==> config.mk <==
export PLATFORM = sky130hd
export DESIGN_NAME = seg7_scan_driver_flat
export DESIGN_NICKNAME = d
export VERILOG_FILES = /design/src/rtl/seg7_scan_driver_if.sv /design/src/rtl/seg7_scan_driver.sv /design/src/flat_wrapper.sv
export SDC_FILE = /design/constraint.sdc
export NUM_CORES = 1
export LEC_CHECK = 0
export ABC_AREA = 0
export ABC_CLOCK_PERIOD_IN_PS = 7070
export CORE_ASPECT_RATIO = 1.75
export CORE_MARGIN = 2
export CORE_UTILIZATION = 59
export DETAILED_ROUTE_END_ITERATION = 10
export PLACE_DENSITY = 0.85
export SLEW_MARGIN = 0
export SYNTH_ARGS = -nofsm -noshare
export SYNTH_HDL_FRONTEND = slang
export SYNTH_SLANG_ARGS = --single-unit
==> constraint.sdc <==
create_clock -name clk -period 7.07 [get_ports clk]
set_input_delay 1.0605 -clock clk [delete_from_list [all_inputs] [get_ports clk]]
set_output_delay 1.0605 -clock clk [all_outputs]
set_load 0.01 [all_outputs]
==> src/rtl/seg7_scan_driver_if.sv <==
// Bundle between the multiplier side and the 4-digit scan driver.
// The slave modport is the driver, and the master modport is its user.
interface seg7_scan_driver_if;
  logic [15:0] product;
  logic        product_valid;
  logic        blank_lz;
  logic [7:0]  segments;
  logic [3:0]  anodes;
  logic        frame_done;

  modport master (
    output product, product_valid, blank_lz,
    input  segments, anodes, frame_done
  );

  modport slave (
    input  product, product_valid, blank_lz,
    output segments, anodes, frame_done
  );
endinterface

==> src/rtl/seg7_scan_driver.sv <==
// Four-digit common-anode hex scan driver with optional leading-zero blanking.
// The anode and segment outputs are registered, and they come from the next digit and next value.
module seg7_scan_driver #(
  parameter int REFRESH_DIV = 100000
) (
  input logic               clk,
  input logic               rst,
  seg7_scan_driver_if.slave bus
);
  localparam int CW = (REFRESH_DIV > 1) ? $clog2(REFRESH_DIV) : 1;

  logic [15:0]   disp_q, disp_d;
  logic [CW-1:0] cnt_q, cnt_d;
  logic [1:0]    d_q, d_d;
  logic [7:0]    seg_q, seg_d;
  logic [3:0]    an_q, an_d;
  logic          fd_q, fd_d;
  logic          tick;
  logic [3:0]    nib;
  logic          z3, z2, z1, blank;

  function automatic logic [7:0] hex7(input logic [3:0] n);
    logic [7:0] s;
    unique case (n)
      4'h0: s = 8'hC0;
      4'h1: s = 8'hF9;
      4'h2: s = 8'hA4;
      4'h3: s = 8'hB0;
      4'h4: s = 8'h99;
      4'h5: s = 8'h92;
      4'h6: s = 8'h82;
      4'h7: s = 8'hF8;
      4'h8: s = 8'h80;
      4'h9: s = 8'h90;
      4'hA: s = 8'h88;
      4'hB: s = 8'h83;
      4'hC: s = 8'hC6;
      4'hD: s = 8'hA1;
      4'hE: s = 8'h86;
      default: s = 8'h8E;
    endcase
    return s;
  endfunction

  assign tick = (cnt_q == CW'(REFRESH_DIV - 1));

  always_comb begin
    disp_d = bus.product_valid ? bus.product : disp_q;
    cnt_d  = tick ? '0 : cnt_q + CW'(1);
    d_d    = tick ? d_q + 2'd1 : d_q;
    fd_d   = tick && (d_q == 2'd3);
    z3     = (disp_d[15:12] == 4'h0);
    z2     = z3 && (disp_d[11:8] == 4'h0);
    z1     = z2 && (disp_d[7:4] == 4'h0);
    nib    = 4'h0;
    blank  = 1'b0;
    unique case (d_d)
      2'd0: nib = disp_d[3:0];
      2'd1: begin nib = disp_d[7:4];   blank = z1; end
      2'd2: begin nib = disp_d[11:8];  blank = z2; end
      default: begin nib = disp_d[15:12]; blank = z3; end
    endcase
    seg_d = (bus.blank_lz && blank) ? 8'hFF : hex7(nib);
    an_d  = ~(4'b0001 << d_d);
  end

  always_ff @(posedge clk) begin
    if (rst) begin
      disp_q <= '0;
      cnt_q  <= '0;
      d_q    <= '0;
      seg_q  <= 8'hC0;
      an_q   <= 4'b1110;
      fd_q   <= 1'b0;
    end else begin
      disp_q <= disp_d;
      cnt_q  <= cnt_d;
      d_q    <= d_d;
      seg_q  <= seg_d;
      an_q   <= an_d;
      fd_q   <= fd_d;
    end
  end

  assign bus.segments   = seg_q;
  assign bus.anodes     = an_q;
  assign bus.frame_done = fd_q;
endmodule

==> src/flat_wrapper.sv <==
// flat-port wrapper written by rule: the top's interface ports become plain ports
module seg7_scan_driver_flat 
#(
  parameter int REFRESH_DIV = 100000
)
  (clk, rst, bus_product, bus_product_valid, bus_blank_lz, bus_segments, bus_anodes, bus_frame_done);
  seg7_scan_driver_if bus_i ();
  input logic clk;
  input logic rst;
  input wire logic [$bits(bus_i.product)-1:0] bus_product;
  input wire logic [$bits(bus_i.product_valid)-1:0] bus_product_valid;
  input wire logic [$bits(bus_i.blank_lz)-1:0] bus_blank_lz;
  output wire logic [$bits(bus_i.segments)-1:0] bus_segments;
  output wire logic [$bits(bus_i.anodes)-1:0] bus_anodes;
  output wire logic [$bits(bus_i.frame_done)-1:0] bus_frame_done;
  assign bus_i.product = bus_product;
  assign bus_i.product_valid = bus_product_valid;
  assign bus_i.blank_lz = bus_blank_lz;
  assign bus_segments = bus_i.segments;
  assign bus_anodes = bus_i.anodes;
  assign bus_frame_done = bus_i.frame_done;
  seg7_scan_driver #(.REFRESH_DIV(REFRESH_DIV)) u_core (.clk(clk), .rst(rst), .bus(bus_i));
endmodule
==> metrics.yaml, run 1 <==
outcome:
  status: "finished, final reports clean"
floorplanning:
  num_rows: 31
  coreArea_mm2: 0.004073
  die-area_mm2: 0.004738
  fp.dieH_um: 89.57
  pin_count: 33
  die_w_um: 52.90
  initial_core_util_pct: 60.61
routing:
  drc: 0
  vias: 2070
  avgRoutedWirePerCell_um: 16.22
  drt_pre_antenna_iters: 4
  dr.first_iter.drc_count: 65
  wl_um: 5595
  detail-route-antenna-nets: 0
  vias_per_cell: 6.000
worst_setup_path:
  critPathArrivalTime_ns: 4.14
  crit_fanout: 23
  cpMaxStageDelayCell: "mux2i_1"
  critPathMostFrequentCell: "mux2i_1"
  crit_chain: "clkdlybuf4s50_1 > buf_4 > mux2i_1 > mux4_2 > mux2i_1 > mux2_2 > a221o_1"
  path_class: "input port to register"
  startpoint_type: "input port"
  slowest_delay_ns: 0.84
  setup.worst_path.end_class: "register"
  worstPathRequired_ns: 7.27
  cpLargestDelayFamily: "multiplexers"
  cp_num_buf_inv: 2
cts:
  cts_inserted_buffers: 5
  htreeDepth: 2
  path_clk_slew_ns: 0.09
  post_cts_buffers: 0
  clock-root-buffer: "clkbuf_8"
  cts-resized-gates: 0
  clock_latency_ns: 0.30
  postCtsHoldBufs: 0
  cts_tree: "built"
  clockBufferDepth: 2
  cts_sinks: 47
grt:
  overflow: 0
  antenna_found_initial: 0
  grt_pass1_vias: 1950
  grt_pass1_wl_um: 8721
  track_usage_pct: 25.37
  grt_max_degree: 34
timing:
  slew_violations: 0
  hold_violations: 0
  rsz0062_at_grt: "no"
  fin_skew_ns: 0.009714
  tns_ns: 0
  setup_violations: 0
  period_minus_slack_ns: 3.937
  fin_crit_sh_pct: 55.68
  tightest_slew_ns: 1.058
  relSlewSlack_pct: 27.42
  fmax_mhz: 254.0
pwr:
  combPwrFrac_pct: 13.8
  power_density_mw_per_mm2: 203.2
  power.internal_uw: 456.9
  clock_power_share_pct: 39.1
  p_sw_share_pct: 22.98
  power_leakage_nw: 1.095
  power_uw: 593.2
  switchingPower_uw: 136.3
  seqPwrFrac_pct: 47.1
  ir_worst_vdd_uv: 208.3
logic_synthesis:
  syn_nets: 298
  yosysWarnings: 0
  synth-seq-cells: 47
  synth_edf_count: 0
  syn_avg_cell_area_um2: 9.143
  yosys.area.top_type_share_pct: 38.11
  yosysUniqueCellTypes: 44
  synth-main-ff-cell: "dfxtp_1"
  synth-seq-area-share_pct: 38.11
  async_flop_share_pct: 0
  syn_area_mm2: 0.002469
  synthTopCellsByArea: "dfxtp_1 38%, mux2i_1 8.5%, nor2_1 6.5%"
  syn_inst: 270
  synth_largest_area_cell: "dfxtp_1"
final_layout:
  layout-drive-gt1-share_pct: 8.108
  antennaDiodeCount: 0
  area_growth_pct: 18.25
  fill_cells: 298
  nets: 323
  utilization_pct: 71.67
placed_design:
  dp_hpwl_um: 3958
  place.gp.congestion: 0.8592
  portBuffers: 31
run:
  drv_cap: 0
min_path:
  hold_path.class: "register to register"
## worst reg2reg max path, cell delays in order, from the launching register on
cell      delay [ns]
dfxtp_1         0.37
nor4_1          0.40
nand4_1         0.59
and3_1          0.38
nor4_1          0.26
o2111a_1        0.39
inv_1           0.11
ha_1            0.27
mux2_2          0.28
a221o_1         0.28
## metal layers
metal | GRT usage [%] | part of all wire, %
met5 | 0 | 0
met4 | 14.45 | 4.1
met3 | 4.801 | 2.8
met2 | 48.52 | 56
met1 | 24.15 | 37
## worst paths after layout
check | from | end | slack (ns) | cells past startpoint
setup reg to reg | u_core.cnt_q[12]$_SDFF_PP0_ | u_core.bus.segments[6]$_SDFF_PP1_ | 3.63 | 9
setup / recovery | bus_product_valid | u_core.bus.segments[6]$_SDFF_PP1_ | 3.13 | 7
hold reg to reg | u_core.cnt_q[0]$_SDFF_PP0_ | u_core.cnt_q[0]$_SDFF_PP0_ | 0.45 | 1
hold / removal | u_core.cnt_q[0]$_SDFF_PP0_ | u_core.cnt_q[0]$_SDFF_PP0_ | 0.45 | 1
## logic make-up (layout without fill, tap and decap cells)
family	count (synthesis)	after routing	share of synthesized area [%]
simple gates	115	115	23.57
flops	47	47	38.11
compound gates	28	28	7.957
xor+xnor	17	17	6.032
buf+inv	22	48	3.852
other cells	1	1	0.1519
fa+ha+maj	8	8	4.055
mux	32	32	16.27
## cell usage in the layout, fill, tap and decap left out, types with 4 or more instances in the layout
| cell | count |
|---|---|
| xor2_1 | 9 |
| mux2i_1 | 21 |
| nand4_1 | 5 |
| nor4_1 | 6 |
| ha_1 | 8 |
| inv_1 | 7 |
| nand2_1 | 19 |
| a31oi_1 | 4 |
| nor2_1 | 43 |
| o21ai_0 | 5 |
| nor3_1 | 10 |
| mux2_2 | 5 |
| nand3_1 | 5 |
| xnor2_1 | 8 |
| mux4_2 | 6 |
| dfxtp_1 | 47 |
| clkbuf_8 | 5 |
| clkdlybuf4s50_1 | 31 |
| a21oi_1 | 9 |
| or3_1 | 4 |
## state kept, by name, indices dropped and copies added (netlist names)
register,flops
u_core.d_q,2
u_core.disp_q,16
u_core.bus.frame_done,1
u_core.bus.anodes,4
u_core.bus.segments,7
u_core.cnt_q,17
## Yosys cell counts (3+ instances only)
cell / count
clkbuf_1: 8
nor4b_1: 3
ha_1: 8
mux4_2: 6
o21ai_0: 5
nor4_1: 6
dfxtp_1: 47
nand2b_1: 3
xor2_1: 9
or4_1: 3
nand3_1: 5
nand4_1: 5
nand2_1: 19
nor3_1: 10
buf_2: 4
mux2_2: 5
nor2_1: 43
nor2b_1: 3
or3_1: 4
mux2i_1: 21
xnor2_1: 8
a21oi_1: 9
inv_1: 7
a31oi_1: 4
## stage by stage
stage                     cells  instance area, um^2  setup WS (ns)  hold WS, ns
after detailed placement    337                 2786          2.914       0.4391
after global placement      337                 2786          2.980       0.4257
after CTS                   345                 2919          3.202       0.4528
final                       345                 2919          3.133       0.4515
after global routing        345                 2919          2.999       0.4722
after floorplan             270                 2469          3.529       0.4175
## power groups by stage
stage | registers [mW] | clock network (mW) | logic [mW]
finish | 0.279 | 0.232 | 0.0816
global route | 0.280 | 0.243 | 0.0886
CTS | 0.279 | 0.233 | 0.0809
detailed placement | 0.286 | 0 | 0.0797
global placement | 0.285 | 0 | 0.0778
floorplan | 0.286 | 0 | 0.0498
## cell type report
type | instances | area (um^2) | share of cell area, %
clock buffer | 6 | 72.57 | 2.486
clock inverter | 2 | 60.06 | 2.057
inverter | 7 | 26.28 | 0.9001
multi-input combinational | 201 | 1433 | 49.08
sequential | 47 | 940.9 | 32.23
tap | 49 | 61.31 | 2.100
timing repair buffer | 33 | 325.3 | 11.14
(Power assumes the default switching activity.)
==> run 2, diff against run 1 <==
--- a/config.mk
+++ b/config.mk
@@ -6,12 +6,12 @@
 export NUM_CORES = 1
 export LEC_CHECK = 0
 export ABC_AREA = 0
-export ABC_CLOCK_PERIOD_IN_PS = 7070
+export ABC_CLOCK_PERIOD_IN_PS = 3600
 export CORE_ASPECT_RATIO = 1.75
 export CORE_MARGIN = 2
-export CORE_UTILIZATION = 59
+export CORE_UTILIZATION = 49
 export DETAILED_ROUTE_END_ITERATION = 10
-export PLACE_DENSITY = 0.85
+export PLACE_DENSITY = 0.75
 export SLEW_MARGIN = 0
 export SYNTH_ARGS = -nofsm -noshare
 export SYNTH_HDL_FRONTEND = slang
==> constraint.sdc (replaced) <==
create_clock -name clk -period 3.6 [get_ports clk]
set_input_delay 0.54 -clock clk [delete_from_list [all_inputs] [get_ports clk]]
set_output_delay 0.54 -clock clk [all_outputs]
set_load 0.01 [all_outputs]
==> metrics.yaml, run 2 (synthesized netlist as in run 1, its figures left out) <==
outcome:
  status: "finished, final reports clean"
grt:
  track_usage_pct: 20.54  # -4.8 points
  overflow: 0  # unchanged
  grt_pass1_vias: 2021  # +3.6%
  antenna_found_initial: 0  # unchanged
  grt_pass1_wl_um: 9052  # +3.8%
  grt_max_degree: 23  # -32%
floorplanning:
  num_rows: 34  # +9.7%
  pin_count: 33  # unchanged
  fp.dieH_um: 97.90  # +9.3%
  die-area_mm2: 0.005644  # +19%
  die_w_um: 57.66  # +9.0%
  coreArea_mm2: 0.004892  # +20%
  initial_core_util_pct: 50.46  # -10 points
placed_design:
  dp_hpwl_um: 4193  # +5.9%
  place.gp.congestion: 0.8887  # +3.4%
  portBuffers: 31  # unchanged
pwr:
  power_mw: 1.167  # +97%
  power_density_mw_per_mm2: 392.0  # +93%
  ir_worst_vdd_uv: 472.3  # +130%
  power_leakage_nw: 1.130  # +3.2%
final_layout:
  nets: 330  # +2.2%
  final_cell_mix: "47 x dfxtp_1, 43 x nor2_1, 31 x clkdlybuf4s50_1, 21 x mux2i_1, 19 x nand2_1"
  fill_cells: 417  # +40%
  largest_register_ffs: 17  # unchanged
  utilization_pct: 60.87  # -11 points
  area_growth_pct: 20.63
  multi_input_area_mm2: 0.001433  # unchanged
  largest_register: "u_core.cnt_q"
  antennaDiodeCount: 0  # unchanged
  final_common_cell: "dfxtp_1"
  layout-drive-gt1-share_pct: 10.23  # +2.1 points
  ff_latch_area_um2: 940.9  # unchanged
timing:
  fin_skew_ns: 0.007590  # -0.002124 ns
  slew_violations: 0  # unchanged
  setup_violations: 0  # unchanged
  tightest_slew_ns: 0.6226  # -0.4359 ns
  hold_violations: 0  # unchanged
  relSlewSlack_pct: 58.37  # +31 points
  fin_crit_sh_pct: 88.47
  tns_ns: 0  # unchanged
  rsz0062_at_grt: "no"
  period_minus_slack_ns: 3.185
  fmax_mhz: 314.0
worst_setup_path:
  critPathMostFrequentCell: "ha_1"
  slowest_delay_ns: 0.51  # -0.33 ns
  crit_chain: "ha_1 > and4_1 > nand4_1 > and3_1 > nor4_1 > o2111a_1 > inv_1 > ha_1 > mux2_2 > a221o_1"
  path_class: "register to register"
  cpLargestDelayFamily: "simple AND/OR/NAND/NOR gates"
  cpMaxStageDelayCell: "nand4_1"
  cp_num_buf_inv: 1  # -1
  crit_fanout: 15  # -35%
  critPathArrivalTime_ns: 3.38  # -0.76 ns
  setup.worst_path.end_class: "register"
  worstPathRequired_ns: 3.80  # -3.47 ns
  startpoint_type: "register"
cts:
  cts_sinks: 47  # unchanged
  cts-resized-gates: 0  # unchanged
  clock_latency_ns: 0.30  # about the same
  clock-root-buffer: "clkbuf_8"
  cts_tree: "built"
  post_cts_buffers: 0  # unchanged
  htreeDepth: 2  # unchanged
  postCtsHoldBufs: 0  # unchanged
  cts_inserted_buffers: 5  # unchanged
  clockBufferDepth: 2  # unchanged
  path_clk_slew_ns: 0.09  # about the same
routing:
  wl_um: 5437  # -2.8%
  detail-route-antenna-nets: 0  # unchanged
  vias: 2025  # -2.2%
  avgRoutedWirePerCell_um: 15.23  # -6.1%
  drt_pre_antenna_iters: 4  # unchanged
  dr.first_iter.drc_count: 50  # -23%
  drc: 0  # unchanged
  vias_per_cell: 5.672  # -5.5%
run:
  drv_cap: 0  # unchanged
min_path:
  hold_path.class: "register to register"
-- run 2: report_power, final --
group | switching (mW) | leakage, nW | internal, mW
clock | 0.177 | 0.0654 | 0.278
sequential | 0.00868 | 0.384 | 0.540
combinational | 0.0803 | 0.681 | 0.0846
total | 0.266 | 1.13 | 0.902
-- run 2: cell type report --
type	count	area share, %
Clock buffer	6	2.437
Clock inverter	2	2.017
Inverter	7	0.8824
Multi-Input combinational cell	201	48.11
Sequential cell	47	31.60
Tap cell	54	2.269
Timing Repair Buffer	40	12.69
-- run 2: final timing paths --
| check | depth (start not counted) | start | end | slack [ns] |
|---|---|---|---|---|
| min | 1 | u_core.cnt_q[0]$_SDFF_PP0_ | u_core.cnt_q[0]$_SDFF_PP0_ | 0.45 |
| max | 10 | u_core.cnt_q[0]$_SDFF_PP0_ | u_core.bus.segments[6]$_SDFF_PP1_ | 0.41 |
| min reg2reg | 1 | u_core.cnt_q[0]$_SDFF_PP0_ | u_core.cnt_q[0]$_SDFF_PP0_ | 0.45 |
| max reg2reg | 10 | u_core.cnt_q[0]$_SDFF_PP0_ | u_core.bus.segments[6]$_SDFF_PP1_ | 0.41 |
-- run 2: per-layer routing --
| metal | track usage (%) | routed length [um] | vias to the layer above |
|---|---|---|---|
| met4 | 10.02 | 129 | 0 |
| met1 | 20.65 | 2062 | 956 |
| met5 | 0 | 0 | - |
| met3 | 3.576 | 137 | 10 |
| met2 | 38.64 | 3108 | 43 |
| li1 | - | - | 1016 |
-- run 2: per-stage QoR --
step                      worst slack [ns]  cell area, um^2  std cells  hold slack [ns]
after floorplan                     0.5795             2469        270           0.4175
after global placement              0.3683             2845        349           0.4278
after detailed placement            0.3720             2845        349           0.4365
after CTS                           0.4247             2978        357           0.4559
after global routing                0.1140             2978        357           0.4838
final                               0.4150             2978        357           0.4487
